--- src/rtl/mem_port_arbiter_if.sv ---
// Bundle of the CPU port, DMA port and memory-side signals of mem_port_arbiter.
// slave = arbiter view, master = requester/memory environment view.
interface mem_port_arbiter_if #(
    parameter int ADDR_W = 32,
    parameter int DATA_W = 32
);
    logic              cpu_req;
    logic              cpu_we;
    logic [ADDR_W-1:0] cpu_addr;
    logic [DATA_W-1:0] cpu_wdata;
    logic              cpu_gnt;
    logic              cpu_done;
    logic              cpu_err;

    logic              dma_req;
    logic              dma_we;
    logic [ADDR_W-1:0] dma_addr;
    logic [DATA_W-1:0] dma_wdata;
    logic              dma_gnt;
    logic              dma_done;
    logic              dma_err;

    logic [DATA_W-1:0] rdata;
    logic              busy;

    logic              mem_req;
    logic              mem_we;
    logic [ADDR_W-1:0] mem_addr;
    logic [DATA_W-1:0] mem_wdata;
    logic [DATA_W-1:0] mem_rdata;
    logic              mem_ready;

    modport slave (
        input  cpu_req, cpu_we, cpu_addr, cpu_wdata,
        input  dma_req, dma_we, dma_addr, dma_wdata,
        input  mem_rdata, mem_ready,
        output cpu_gnt, cpu_done, cpu_err,
        output dma_gnt, dma_done, dma_err,
        output rdata, busy,
        output mem_req, mem_we, mem_addr, mem_wdata
    );

    modport master (
        output cpu_req, cpu_we, cpu_addr, cpu_wdata,
        output dma_req, dma_we, dma_addr, dma_wdata,
        output mem_rdata, mem_ready,
        input  cpu_gnt, cpu_done, cpu_err,
        input  dma_gnt, dma_done, dma_err,
        input  rdata, busy,
        input  mem_req, mem_we, mem_addr, mem_wdata
    );
endinterface

--- src/rtl/mem_port_arbiter.sv ---
// Two-port (CPU/DMA) arbiter for the single shared memory; one outstanding access,
// minimum 3 cycles per transaction (IDLE->BUSY->DONE), timeout-abort after TIMEOUT BUSY cycles.
module mem_port_arbiter #(
    parameter int ADDR_W   = 32,
    parameter int DATA_W   = 32,
    parameter int TIMEOUT  = 16,
    parameter int CPU_PRIO = 0
) (
    input  logic                clk,
    input  logic                reset,
    mem_port_arbiter_if.slave   bus
);
    localparam int CNT_W = (TIMEOUT > 2) ? $clog2(TIMEOUT) : 1;
    localparam logic [CNT_W-1:0] CNT_LAST = CNT_W'(TIMEOUT - 1);

    typedef enum logic [1:0] {
        IDLE = 2'd0,
        BUSY = 2'd1,
        DONE = 2'd2
    } state_t;

    state_t            state;
    state_t            state_nxt;

    logic              owner;
    logic              last_owner;
    logic              lat_we;
    logic [ADDR_W-1:0] lat_addr;
    logic [DATA_W-1:0] lat_wdata;
    logic [CNT_W-1:0]  cnt;
    logic [DATA_W-1:0] rdata_q;
    logic              err;
    logic              cpu_gnt_q;
    logic              dma_gnt_q;

    logic              start;
    logic              winner;
    logic              ready_hit;
    logic              expire;

    always_ff @(posedge clk or posedge reset) begin
        if (reset) state <= IDLE;
        else       state <= state_nxt;
    end

    always_comb begin
        state_nxt = state;
        start     = 1'b0;
        winner    = 1'b0;
        ready_hit = 1'b0;
        expire    = 1'b0;
        case (state)
            IDLE: begin
                if (bus.cpu_req || bus.dma_req) begin
                    start     = 1'b1;
                    state_nxt = BUSY;
                    // On a tie the port that did not own the last transaction wins, unless CPU has priority.
                    if (bus.cpu_req && bus.dma_req)
                        winner = (CPU_PRIO != 0) ? 1'b0 : ~last_owner;
                    else
                        winner = ~bus.cpu_req;
                end
            end
            BUSY: begin
                if (bus.mem_ready) begin
                    ready_hit = 1'b1;
                    state_nxt = DONE;
                end else if (cnt == CNT_LAST) begin
                    expire    = 1'b1;
                    state_nxt = DONE;
                end
            end
            DONE:    state_nxt = IDLE;
            default: state_nxt = IDLE;
        endcase
    end

    always_ff @(posedge clk or posedge reset) begin
        if (reset) begin
            owner      <= 1'b0;
            last_owner <= 1'b1;
            lat_we     <= 1'b0;
            lat_addr   <= '0;
            lat_wdata  <= '0;
            cnt        <= '0;
            rdata_q    <= '0;
            err        <= 1'b0;
            cpu_gnt_q  <= 1'b0;
            dma_gnt_q  <= 1'b0;
        end else begin
            cpu_gnt_q <= start & ~winner;
            dma_gnt_q <= start &  winner;
            if (start) begin
                owner     <= winner;
                lat_we    <= winner ? bus.dma_we    : bus.cpu_we;
                lat_addr  <= winner ? bus.dma_addr  : bus.cpu_addr;
                lat_wdata <= winner ? bus.dma_wdata : bus.cpu_wdata;
                cnt       <= '0;
            end else if (state == BUSY && !ready_hit && !expire) begin
                cnt <= cnt + 1'b1;
            end
            if (ready_hit) begin
                rdata_q <= bus.mem_rdata;
                err     <= 1'b0;
            end else if (expire) begin
                err <= 1'b1;
            end
            if (state == DONE) last_owner <= owner;
        end
    end

    // Memory-side controls derive from state so reset drops mem_req without waiting for a clock.
    assign bus.mem_req   = (state == BUSY);
    assign bus.mem_we    = (state == BUSY) & lat_we;
    assign bus.mem_addr  = lat_addr;
    assign bus.mem_wdata = lat_wdata;

    assign bus.cpu_gnt   = cpu_gnt_q;
    assign bus.dma_gnt   = dma_gnt_q;
    assign bus.cpu_done  = (state == DONE) & ~owner;
    assign bus.dma_done  = (state == DONE) &  owner;
    assign bus.cpu_err   = (state == DONE) & ~owner & err;
    assign bus.dma_err   = (state == DONE) &  owner & err;

    assign bus.rdata     = rdata_q;
    assign bus.busy      = (state == BUSY) || (state == DONE);
endmodule
--- src/flat_wrapper.sv ---
// flat-port wrapper written by rule: the top's interface ports become plain ports
module mem_port_arbiter_flat 
#(
    parameter int ADDR_W   = 32,
    parameter int DATA_W   = 32,
    parameter int TIMEOUT  = 16,
    parameter int CPU_PRIO = 0
)
  (clk, reset, bus_cpu_req, bus_cpu_we, bus_cpu_addr, bus_cpu_wdata, bus_dma_req, bus_dma_we, bus_dma_addr, bus_dma_wdata, bus_mem_rdata, bus_mem_ready, bus_cpu_gnt, bus_cpu_done, bus_cpu_err, bus_dma_gnt, bus_dma_done, bus_dma_err, bus_rdata, bus_busy, bus_mem_req, bus_mem_we, bus_mem_addr, bus_mem_wdata);
  mem_port_arbiter_if #(.ADDR_W(ADDR_W), .DATA_W(DATA_W)) bus_i ();
  input  logic clk;
  input  logic reset;
  input wire logic [$bits(bus_i.cpu_req)-1:0] bus_cpu_req;
  input wire logic [$bits(bus_i.cpu_we)-1:0] bus_cpu_we;
  input wire logic [$bits(bus_i.cpu_addr)-1:0] bus_cpu_addr;
  input wire logic [$bits(bus_i.cpu_wdata)-1:0] bus_cpu_wdata;
  input wire logic [$bits(bus_i.dma_req)-1:0] bus_dma_req;
  input wire logic [$bits(bus_i.dma_we)-1:0] bus_dma_we;
  input wire logic [$bits(bus_i.dma_addr)-1:0] bus_dma_addr;
  input wire logic [$bits(bus_i.dma_wdata)-1:0] bus_dma_wdata;
  input wire logic [$bits(bus_i.mem_rdata)-1:0] bus_mem_rdata;
  input wire logic [$bits(bus_i.mem_ready)-1:0] bus_mem_ready;
  output wire logic [$bits(bus_i.cpu_gnt)-1:0] bus_cpu_gnt;
  output wire logic [$bits(bus_i.cpu_done)-1:0] bus_cpu_done;
  output wire logic [$bits(bus_i.cpu_err)-1:0] bus_cpu_err;
  output wire logic [$bits(bus_i.dma_gnt)-1:0] bus_dma_gnt;
  output wire logic [$bits(bus_i.dma_done)-1:0] bus_dma_done;
  output wire logic [$bits(bus_i.dma_err)-1:0] bus_dma_err;
  output wire logic [$bits(bus_i.rdata)-1:0] bus_rdata;
  output wire logic [$bits(bus_i.busy)-1:0] bus_busy;
  output wire logic [$bits(bus_i.mem_req)-1:0] bus_mem_req;
  output wire logic [$bits(bus_i.mem_we)-1:0] bus_mem_we;
  output wire logic [$bits(bus_i.mem_addr)-1:0] bus_mem_addr;
  output wire logic [$bits(bus_i.mem_wdata)-1:0] bus_mem_wdata;
  assign bus_i.cpu_req = bus_cpu_req;
  assign bus_i.cpu_we = bus_cpu_we;
  assign bus_i.cpu_addr = bus_cpu_addr;
  assign bus_i.cpu_wdata = bus_cpu_wdata;
  assign bus_i.dma_req = bus_dma_req;
  assign bus_i.dma_we = bus_dma_we;
  assign bus_i.dma_addr = bus_dma_addr;
  assign bus_i.dma_wdata = bus_dma_wdata;
  assign bus_i.mem_rdata = bus_mem_rdata;
  assign bus_i.mem_ready = bus_mem_ready;
  assign bus_cpu_gnt = bus_i.cpu_gnt;
  assign bus_cpu_done = bus_i.cpu_done;
  assign bus_cpu_err = bus_i.cpu_err;
  assign bus_dma_gnt = bus_i.dma_gnt;
  assign bus_dma_done = bus_i.dma_done;
  assign bus_dma_err = bus_i.dma_err;
  assign bus_rdata = bus_i.rdata;
  assign bus_busy = bus_i.busy;
  assign bus_mem_req = bus_i.mem_req;
  assign bus_mem_we = bus_i.mem_we;
  assign bus_mem_addr = bus_i.mem_addr;
  assign bus_mem_wdata = bus_i.mem_wdata;
  mem_port_arbiter #(.ADDR_W(ADDR_W), .DATA_W(DATA_W), .TIMEOUT(TIMEOUT), .CPU_PRIO(CPU_PRIO)) u_core (.clk(clk), .reset(reset), .bus(bus_i));
endmodule
--- config.mk ---
export PLATFORM = sky130hd
export DESIGN_NAME = mem_port_arbiter_flat
export DESIGN_NICKNAME = d
export VERILOG_FILES = /design/src/rtl/mem_port_arbiter_if.sv /design/src/rtl/mem_port_arbiter.sv /design/src/flat_wrapper.sv
export SDC_FILE = /design/constraint.sdc
export NUM_CORES = 1
export LEC_CHECK = 0
export BUFFER_PORTS_ARGS = -buffer_cell sky130_fd_sc_hd__buf_2
export CAP_MARGIN = 20
export CORE_ASPECT_RATIO = 0.6
export CORE_UTILIZATION = 45
export DETAILED_ROUTE_END_ITERATION = 8
export HOLD_SLACK_MARGIN = 0.02
export PLACE_DENSITY = 0.82
export SYNTH_ARGS = -nofsm -noshare
export SYNTH_HDL_FRONTEND = slang
export SYNTH_SLANG_ARGS = --single-unit
export TNS_END_PERCENT = 100
--- constraint.sdc ---
create_clock -name clk -period 7.5 [get_ports clk]
set_input_delay 1.5 -clock clk [delete_from_list [all_inputs] [get_ports clk]]
set_output_delay 1.5 -clock clk [all_outputs]
set_load 0.02 [all_outputs]
==> results.py, run 1 <==
metrics = {
    "clocking": {
        "cts_resized": 0,
        "cts_setup_buffers": 0,
        "clk_latency_ns": 0.33,
        "cts_hold_repair.buffers": 0,
        "htree_levels": 3,
        "ctsRootBufferMaster": "clkbuf_16",
        "cts_tree": "built",
        "numCtsBuffers": 9,
        "cts_buffer_depth": 2,
        "cts.sinks": 108,
        "cts.reportedPaths.clkPinSlew_ns": 0.07,
    },
    "critical_path": {
        "r2r_slack_ns": 4.31,
        "timing_worst_setup_path_type": "in2reg",
        "timing.rr.start": "u_core.state[0]",
        "cp.required_ns": 7.76,
        "r2r_end": "u_core.bus.mem_wdata[5]",
        "startpoint_type": "primary input",
        "crit_start": "bus_dma_req",
        "arrival_ns": 3.70,
        "cp_max_fo": 51,
        "cp-end-kind": "flip-flop",
        "r2r_cells": 6,
        "crit_end": "u_core.bus.mem_wdata[5]",
    },
    "sta": {
        "hold_viol": 0,
        "fmaxAchievable_mhz": 291,
        "final.min_clock_period_ns": 3.44,
        "skew_ns": 0.0103,
        "relSlewSlack_pct": 29.0,
        "finalMaxSlewViolations": 0,
        "fin_crit_sh_pct": 45.8,
        "rsz0062_at_grt": "no",
        "tightestPinTransition_ns": 1.06,
        "setup_tns_ns": 0,
        "setup_viol_count_final": 0,
    },
    "min_path": {
        "min_path_type": "reg2reg",
    },
    "power": {
        "max-vdd-ir-drop_mv": 0.263,
        "powerDensity_nw_per_um2": 462,
        "p_leak_nw": 3.18,
        "finalPower_w": 0.00296,
    },
    "logic_synthesis": {
        "synth_edf_count": 0,
        "syn_avg_cell_area_um2": 12.5,
        "synth_warnings": 0,
        "synth_area_leaders": "dfrtp_1 56%, a221o_1 11%, mux2_2 8.1%",
        "synth_seq_cells": 108,
        "synth_ff_type": "dfrtp_1",
        "syn_nets": 553,
        "synth_top_area_share_pct": 56.4,
        "ys_seq_area_share_pct": 57.0,
        "synthArstFlopShare_pct": 100,
        "syn_inst": 380,
        "synthDistinctLibCells": 31,
        "netlist.top_cell.by_area": "dfrtp_1",
        "netlist_area_um2": 4750,
    },
    "job": {
        "cap_violations": 0,
    },
    "route": {
        "avgViaCountPerCell": 5.42,
        "vias": 4189,
        "antenna_left": 0,
        "drtIter0Drc": 276,
        "wire_per_inst_um": 17.8,
        "drc_errors": 0,
        "dr.pass1.iters": 6,
        "wirelength_um": 13800,
    },
    "die": {
        "rows": 28,
        "pin_count": 272,
        "coreArea_um2": 10100,
        "design.die.area_um2": 11000,
        "die_y_um": 81.6,
        "initial_core_util_pct": 47.2,
        "die_x_um": 135,
    },
    "final_layout": {
        "area_growth_pct": 35.3,
        "fill_cells": 837,
        "num-nets-final": 806,
        "layout-drive-gt1-share_pct": 51.9,
        "mostFrequentLayoutCells": "271 x buf_2, 107 x dfrtp_1, 54 x and2_1",
        "final_common_cell": "buf_2",
        "antenna_cells": 0,
    },
    "global_routing": {
        "first_global_vias": 4113,
        "use_met2_pct": 40.7,
        "grt.total_usage_pct": 24.4,
        "grt_max_degree": 71,
        "grt_busiest_layer": "met2",
        "use_met3_pct": 6.79,
        "gr-usage-met1_pct": 31.7,
        "grt-ovfl-total": 0,
        "grt_antenna_before_repair": 0,
        "grt_pass1_wl_um": 20700,
    },
    "place": {
        "place_congestion": 0.831,
        "dp_hpwl_um": 10300,
        "io_buffers": 271,
    },
    "status": {
        "status": "completed",
    },
}
[worst max-delay path: stages]
cell     delay, ns
buf_2         0.28
o21a_1        0.49
buf_8         0.23
o21a_2        0.85
a221o_1       0.30
[logic make-up (layout without fill, tap and decap cells)]
family          Yosys count  in the layout  synth area share, %
mux                      34             34                 8.07
simple gates             81             81                 9.70
flops                   108            108                 57.0
fa+ha+maj                 6              6                 1.58
buf+inv                  40            298                 4.64
compound gates          111            111                 19.1
[synth_stat cells, types with 2 or more instances]
master     count
buf_1          2
and2_1        54
mux2_2        34
and3_1         2
or3_1          2
buf_6          8
ha_1           6
a21oi_1        5
buf_2          7
a221o_1       50
nand2_1        2
clkbuf_1      16
o21a_1         2
o21ai_0       18
dfrtp_1      107
o2111ai_1     15
nor2_1        17
inv_1          6
a31oi_1       15
[worst min-delay path by stage]
stage                         start              endpoint  depth (start not counted)
2_1_floorplan         u_core.cnt[2]         u_core.cnt[2]                          1
3_3_place_gp    u_core.bus.rdata[9]   u_core.bus.rdata[9]                          1
3_5_place_dp   u_core.bus.rdata[21]  u_core.bus.rdata[21]                          1
4_1_cts         u_core.bus.rdata[3]   u_core.bus.rdata[3]                          1
5_1_grt        u_core.bus.rdata[12]  u_core.bus.rdata[12]                          1
6_report        u_core.bus.rdata[3]   u_core.bus.rdata[3]                          1
[flip-flops by register name (all words and copies together), names as in the netlist]
name,count
u_core.bus.cpu_gnt,1
u_core.bus.dma_gnt,1
u_core.bus.mem_addr,32
u_core.bus.mem_wdata,32
u_core.bus.rdata,32
u_core.cnt,4
u_core.err,1
u_core.last_owner,1
u_core.lat_we,1
u_core.owner,1
u_core.state,2
[power by group]
group	total [W]	internal, W	switching [W]
clock	0.000447	0.000230	0.000217
combinational	0.00150	0.000606	0.000890
sequential	0.00102	0.000876	0.000146
[final cells by class]
type / instances / area [um^2] / area share [%]
Tap cell: 135 / 169 / 2.63
Sequential cell: 108 / 2700 / 42.1
Clock buffer: 10 / 229 / 3.57
Inverter: 6 / 25.0 / 0.390
Multi-Input combinational cell: 232 / 1840 / 28.6
Timing Repair Buffer: 276 / 1410 / 22.0
Clock inverter: 6 / 45.0 / 0.701
[metrics by stage]
stage          std cells  util (%)  cell area [um^2]  worst slack [ns]  hold WS (ns)
2_1_floorplan        380         -              4750              3.16         0.460
3_3_place_gp         755      60.8              6110              3.58         0.482
3_5_place_dp         756      61.0              6130              3.45         0.487
4_1_cts              772      63.7              6410              3.81         0.509
5_1_grt              773      63.9              6420              3.92         0.522
6_report             773      63.9              6420              4.06         0.506
[per-layer routing]
metal | routed length, um | share of wire (%) | up-vias
met5 | 0 | 0 | -
met2 | 6710 | 49 | 207
met4 | 187 | 1.4 | 0
li1 | - | - | 1929
met3 | 1180 | 8.5 | 14
met1 | 5710 | 41 | 2039
(Power assumes the default switching activity.)
==> inputs of run 2 (changes only) <==
--- a/config.mk
+++ b/config.mk
@@ -8,10 +8,10 @@
 export BUFFER_PORTS_ARGS = -buffer_cell sky130_fd_sc_hd__buf_2
 export CAP_MARGIN = 20
 export CORE_ASPECT_RATIO = 0.6
-export CORE_UTILIZATION = 45
+export CORE_UTILIZATION = 44
 export DETAILED_ROUTE_END_ITERATION = 8
 export HOLD_SLACK_MARGIN = 0.02
-export PLACE_DENSITY = 0.82
+export PLACE_DENSITY = 0.8
 export SYNTH_ARGS = -nofsm -noshare
 export SYNTH_HDL_FRONTEND = slang
 export SYNTH_SLANG_ARGS = --single-unit
==> constraint.sdc (replaced) <==
create_clock -name clk -period 3.6 [get_ports clk]
set_input_delay 0.72 -clock clk [delete_from_list [all_inputs] [get_ports clk]]
set_output_delay 0.72 -clock clk [all_outputs]
set_load 0.02 [all_outputs]
==> results.py, run 2 (synthesized netlist as in run 1, its figures left out) <==
metrics = {
    "status": {
        "status": "completed",
    },
    "place": {
        "dp_hpwl_um": 9850,
        "place_congestion": 0.799,
        "place_ws_ns": 0.699,
        "io_buffers": 271,
    },
    "critical_path": {
        "arrival_ns": 3.18,
        "cp.required_ns": 3.81,
        "timing_worst_setup_path_type": "reg2reg",
        "r2r_slack_ns": 0.63,
        "r2r_cells": 6,
        "cp_max_fo": 35,
        "crit_start": "u_core.state[0]",
        "crit_end": "u_core.bus.mem_addr[7]",
        "timing.rr.start": "u_core.state[0]",
        "cp-end-kind": "flip-flop",
        "startpoint_type": "flip-flop",
        "r2r_end": "u_core.bus.mem_addr[7]",
    },
    "route": {
        "vias": 4162,
        "drc_errors": 0,
        "antenna_left": 0,
        "drtIter0Drc": 223,
        "wirelength_um": 13300,
        "wire_per_inst_um": 17.1,
        "dr.pass1.iters": 5,
        "avgViaCountPerCell": 5.37,
    },
    "sta": {
        "fmaxAchievable_mhz": 336,
        "final.min_clock_period_ns": 2.97,
        "relSlewSlack_pct": 48.2,
        "fin_hold_ws_ns": 0.479,
        "finalMaxSlewViolations": 0,
        "rsz0062_at_grt": "no",
        "fin_crit_sh_pct": 82.6,
        "setup_viol_count_final": 0,
        "setup_tns_ns": 0,
        "fin_ws_ns": 0.626,
        "skew_ns": 0.00851,
        "tightestPinTransition_ns": 0.777,
        "hold_viol": 0,
    },
    "clocking": {
        "cts_setup_buffers": 0,
        "cts_hold_repair.buffers": 0,
        "cts.reportedPaths.clkPinSlew_ns": 0.08,
        "htree_levels": 3,
        "cts_buffer_depth": 2,
        "numCtsBuffers": 9,
        "cts_tree": "built",
        "cts_resized": 0,
        "ctsRootBufferMaster": "clkbuf_16",
        "cts.sinks": 108,
        "clk_latency_ns": 0.34,
    },
    "final_layout": {
        "fill_cells": 842,
        "num-nets-final": 808,
        "final_common_cell": "buf_2",
        "mostFrequentLayoutCells": "271 x buf_2, 107 x dfrtp_1, 54 x and2_1",
        "layout-drive-gt1-share_pct": 51.9,
        "antenna_cells": 0,
        "area_growth_pct": 35.3,
        "fin_util_pct": 63.2,
    },
    "die": {
        "coreArea_um2": 10200,
        "die_x_um": 136,
        "die_y_um": 82.5,
        "initial_core_util_pct": 46.7,
        "rows": 28,
        "pin_count": 272,
        "design.die.area_um2": 11200,
    },
    "power": {
        "p_leak_nw": 3.18,
        "powerDensity_nw_per_um2": 956,
        "max-vdd-ir-drop_mv": 0.469,
    },
    "min_path": {
        "min_path_type": "in2async",
    },
    "global_routing": {
        "grt_antenna_before_repair": 0,
        "grt-ovfl-total": 0,
        "grt_max_degree": 53,
        "grt.total_usage_pct": 22.9,
        "first_global_vias": 3992,
        "grt_pass1_wl_um": 19800,
    },
    "job": {
        "cap_violations": 0,
    },
}
-- run 2: changes by cell type in the layout (fill, tap and decap cells not counted) --
cell,delta
buf_4,+4
buf_8,-1
buf_12,-1
clkinv_2,-2
clkinvlp_4,+2
clkbuf_1,+1
clkbuf_8,+1
inv_6,-2
-- run 2: critical path, cell delays in order, from the launching register on --
cell,delay [ns]
dfrtp_1,0.42
inv_1,0.12
ha_1,0.61
nand2_1,0.54
o21a_2,0.48
buf_4,0.30
a221o_1,0.35
-- run 2: final cells by class --
cell class	instances	area, um^2	area share (%)
tap	135	169	2.63
timing repair buffer	278	1410	21.9
clock buffer	12	246	3.84
clock inverter	4	32.5	0.507
inverter	6	25.0	0.390
sequential	108	2700	42.1
multi-input combinational	232	1840	28.6
-- run 2: routing by layer --
layer / routed length (um) / share of wire, % / vias to the layer above / track usage, %
met2: 6390 / 48 / 178 / 37.8
met1: 5590 / 42 / 2034 / 29.3
li1: - / - / 1935 / -
met3: 1130 / 8.5 / 15 / 6.84
met5: 0 / 0 / - / 0
met4: 171 / 1.3 / 0 / 7.00
-- run 2: worst min path at each step --
stage | startpoint | depth (start not counted) | to
final | reset | 2 | u_core.bus.mem_wdata[10]
after CTS | reset | 2 | u_core.bus.mem_wdata[10]
after detailed placement | u_core.bus.rdata[12] | 1 | u_core.bus.rdata[12]
after global placement | u_core.bus.rdata[28] | 1 | u_core.bus.rdata[28]
after global routing | u_core.bus.rdata[27] | 1 | u_core.bus.rdata[27]
after floorplan | u_core.cnt[2] | 1 | u_core.cnt[2]
-- run 2: power by group --
part / internal [W] / total (W) / switching (W)
registers: 0.00183 / 0.00213 / 0.000308
logic: 0.00125 / 0.00307 / 0.00182
clock network: 0.000495 / 0.000932 / 0.000438
-- run 2: metrics by stage --
stage | total power (W) | instance area (um^2) | std cells
finish | 0.00614 | 6420 | 775
global route | 0.00651 | 6420 | 775
CTS | 0.00618 | 6420 | 775
detailed placement | 0.00523 | 6140 | 759
global placement | 0.00512 | 6140 | 759
floorplan | 0.00426 | 4750 | 380
==> inputs of run 3 (changes only) <==
--- a/config.mk
+++ b/config.mk
@@ -8,10 +8,10 @@
 export BUFFER_PORTS_ARGS = -buffer_cell sky130_fd_sc_hd__buf_2
 export CAP_MARGIN = 20
 export CORE_ASPECT_RATIO = 0.6
-export CORE_UTILIZATION = 44
+export CORE_UTILIZATION = 40
 export DETAILED_ROUTE_END_ITERATION = 8
 export HOLD_SLACK_MARGIN = 0.02
-export PLACE_DENSITY = 0.8
+export PLACE_DENSITY = 0.77
 export SYNTH_ARGS = -nofsm -noshare
 export SYNTH_HDL_FRONTEND = slang
 export SYNTH_SLANG_ARGS = --single-unit
==> constraint.sdc (replaced) <==
create_clock -name clk -period 2.4 [get_ports clk]
set_input_delay 0.48 -clock clk [delete_from_list [all_inputs] [get_ports clk]]
set_output_delay 0.48 -clock clk [all_outputs]
set_load 0.02 [all_outputs]
==> results.py, run 3 (synthesized netlist as in run 1, its figures left out) <==
metrics = {
    "critical_path": {
        "timing_worst_setup_path_type": "reg2out",
        "startpoint_type": "flip-flop",
        "cp_max_fo": 4,
        "cp-end-kind": "output port",
        "timing.rr.start": "u_core.state[1]",
        "cp.required_ns": 1.92,
        "r2r_end": "u_core.bus.mem_addr[22]",
        "crit_start": "u_core.state[0]",
        "arrival_ns": 1.53,
        "r2r_cells": 7,
        "r2r_slack_ns": 0.47,
    },
    "power": {
        "max-vdd-ir-drop_mv": 0.678,
        "power_frac_seq_pct": 33.6,
        "finalPower_w": 0.00951,
        "combinationalPowerShare_pct": 49.6,
        "switchingPower_w": 0.00391,
        "p_leak_nw": 3.23,
        "powerDensity_nw_per_um2": 1450,
        "internal_power_w": 0.00560,
        "switching_share_pct": 41.1,
        "clock_power_share_pct": 16.9,
    },
    "clocking": {
        "cts_setup_buffers": 0,
        "numCtsBuffers": 9,
        "cts_tree": "built",
        "htree_levels": 3,
        "ctsRootBufferMaster": "clkbuf_16",
        "cts.reportedPaths.clkPinSlew_ns": 0.07,
        "cts_hold_repair.buffers": 0,
        "clk_latency_ns": 0.34,
        "cts_resized": 0,
        "cts_buffer_depth": 2,
        "cts.sinks": 108,
    },
    "sta": {
        "finalMaxSlewViolations": 0,
        "rsz0062_at_grt": "no",
        "skew_ns": 0.00576,
        "fin_hold_ws_ns": 0.250,
        "fin_crit_sh_pct": 83.7,
        "fmaxAchievable_mhz": 498,
        "hold_viol": 0,
        "final.min_clock_period_ns": 2.01,
        "relSlewSlack_pct": 65.7,
        "tightestPinTransition_ns": 0.514,
        "fin_ws_ns": 0.392,
        "setup_tns_ns": 0,
        "setup_viol_count_final": 0,
    },
    "final_layout": {
        "mostFrequentLayoutCells": "271 x buf_2, 107 x dfrtp_1, 54 x and2_1",
        "area_growth_pct": 38.6,
        "antenna_cells": 0,
        "layout-drive-gt1-share_pct": 52.3,
        "num-nets-final": 812,
        "fill_cells": 969,
        "final_common_cell": "buf_2",
    },
    "route": {
        "antenna_left": 0,
        "avgViaCountPerCell": 5.22,
        "dr.pass1.iters": 4,
        "drc_errors": 0,
        "drtIter0Drc": 193,
        "wirelength_um": 13600,
        "vias": 4198,
        "wire_per_inst_um": 17.0,
    },
    "place": {
        "place_ws_ns": 0.228,
        "io_buffers": 271,
        "place_congestion": 0.805,
        "dp_hpwl_um": 9850,
    },
    "die": {
        "coreArea_um2": 11400,
        "design.die.area_um2": 12300,
        "die_y_um": 86.4,
        "rows": 30,
        "pin_count": 272,
        "initial_core_util_pct": 41.6,
        "die_x_um": 143,
    },
    "global_routing": {
        "first_global_vias": 4089,
        "grt_pass1_wl_um": 21000,
        "grt-ovfl-total": 0,
        "grt_antenna_before_repair": 0,
        "grt_max_degree": 62,
        "grt.total_usage_pct": 21.9,
    },
    "min_path": {
        "min_path_type": "in2async",
    },
    "job": {
        "cap_violations": 0,
    },
    "status": {
        "status": "completed",
    },
}
[run 3: cell types whose count changed in the layout (fill, tap and decap cells not counted), sizes merged]
cell and delta:
clkbuf -2, clkinv +1, bufinv +2, inv -1, buf +4
[run 3: stage by stage]
step	cells	util [%]	cell area, um^2
2_1_floorplan	380	-	4750
5_1_grt	804	57.6	6580
3_5_place_dp	787	54.6	6230
6_report	804	57.6	6580
3_3_place_gp	787	54.6	6230
4_1_cts	803	57.5	6560
[run 3: how the worst max path moves through the flow]
stage	cells past startpoint	endpoint	slack [ns]
floorplan	4	bus_cpu_err	0.59
global placement	5	u_core.bus.mem_addr[19]	0.34
detailed placement	5	u_core.bus.mem_addr[22]	0.23
CTS	5	u_core.bus.mem_addr[22]	0.20
global route	5	bus_cpu_err	0.30
finish	5	bus_cpu_err	0.39
[run 3: critical path, stage by stage, from the launching register on]
cell and delay [ns]:
dfrtp_1 0.42, inv_1 0.11, ha_1 0.20, nor2b_1 0.17, and2_1 0.13, buf_2 0.16
[run 3: layout make-up]
cell class	count	area, um^2	area share, %
clock inverter	6	93.8	1.43
multi-input combinational	232	1840	27.9
inverter	6	26.3	0.399
tap	160	200	3.04
sequential	108	2700	41.1
timing repair buffer	282	1490	22.6
clock buffer	10	229	3.48
[run 3: power by group through the flow]
stage               logic (W)  registers, W  clock network, W
floorplan             0.00217       0.00422                 0
global placement      0.00455       0.00318                 0
detailed placement    0.00472       0.00320                 0
CTS                   0.00473       0.00319           0.00165
global route          0.00507       0.00330           0.00172
finish                0.00472       0.00319           0.00160
[run 3: per-layer routing]
layer | up-vias | part of all wire [%] | track usage (%)
met2 | 167 | 48 | 36.2
li1 | 1943 | - | -
met3 | 6 | 7.6 | 5.52
met4 | 0 | 0.46 | 4.50
met5 | - | 0 | 0
met1 | 2082 | 44 | 29.4
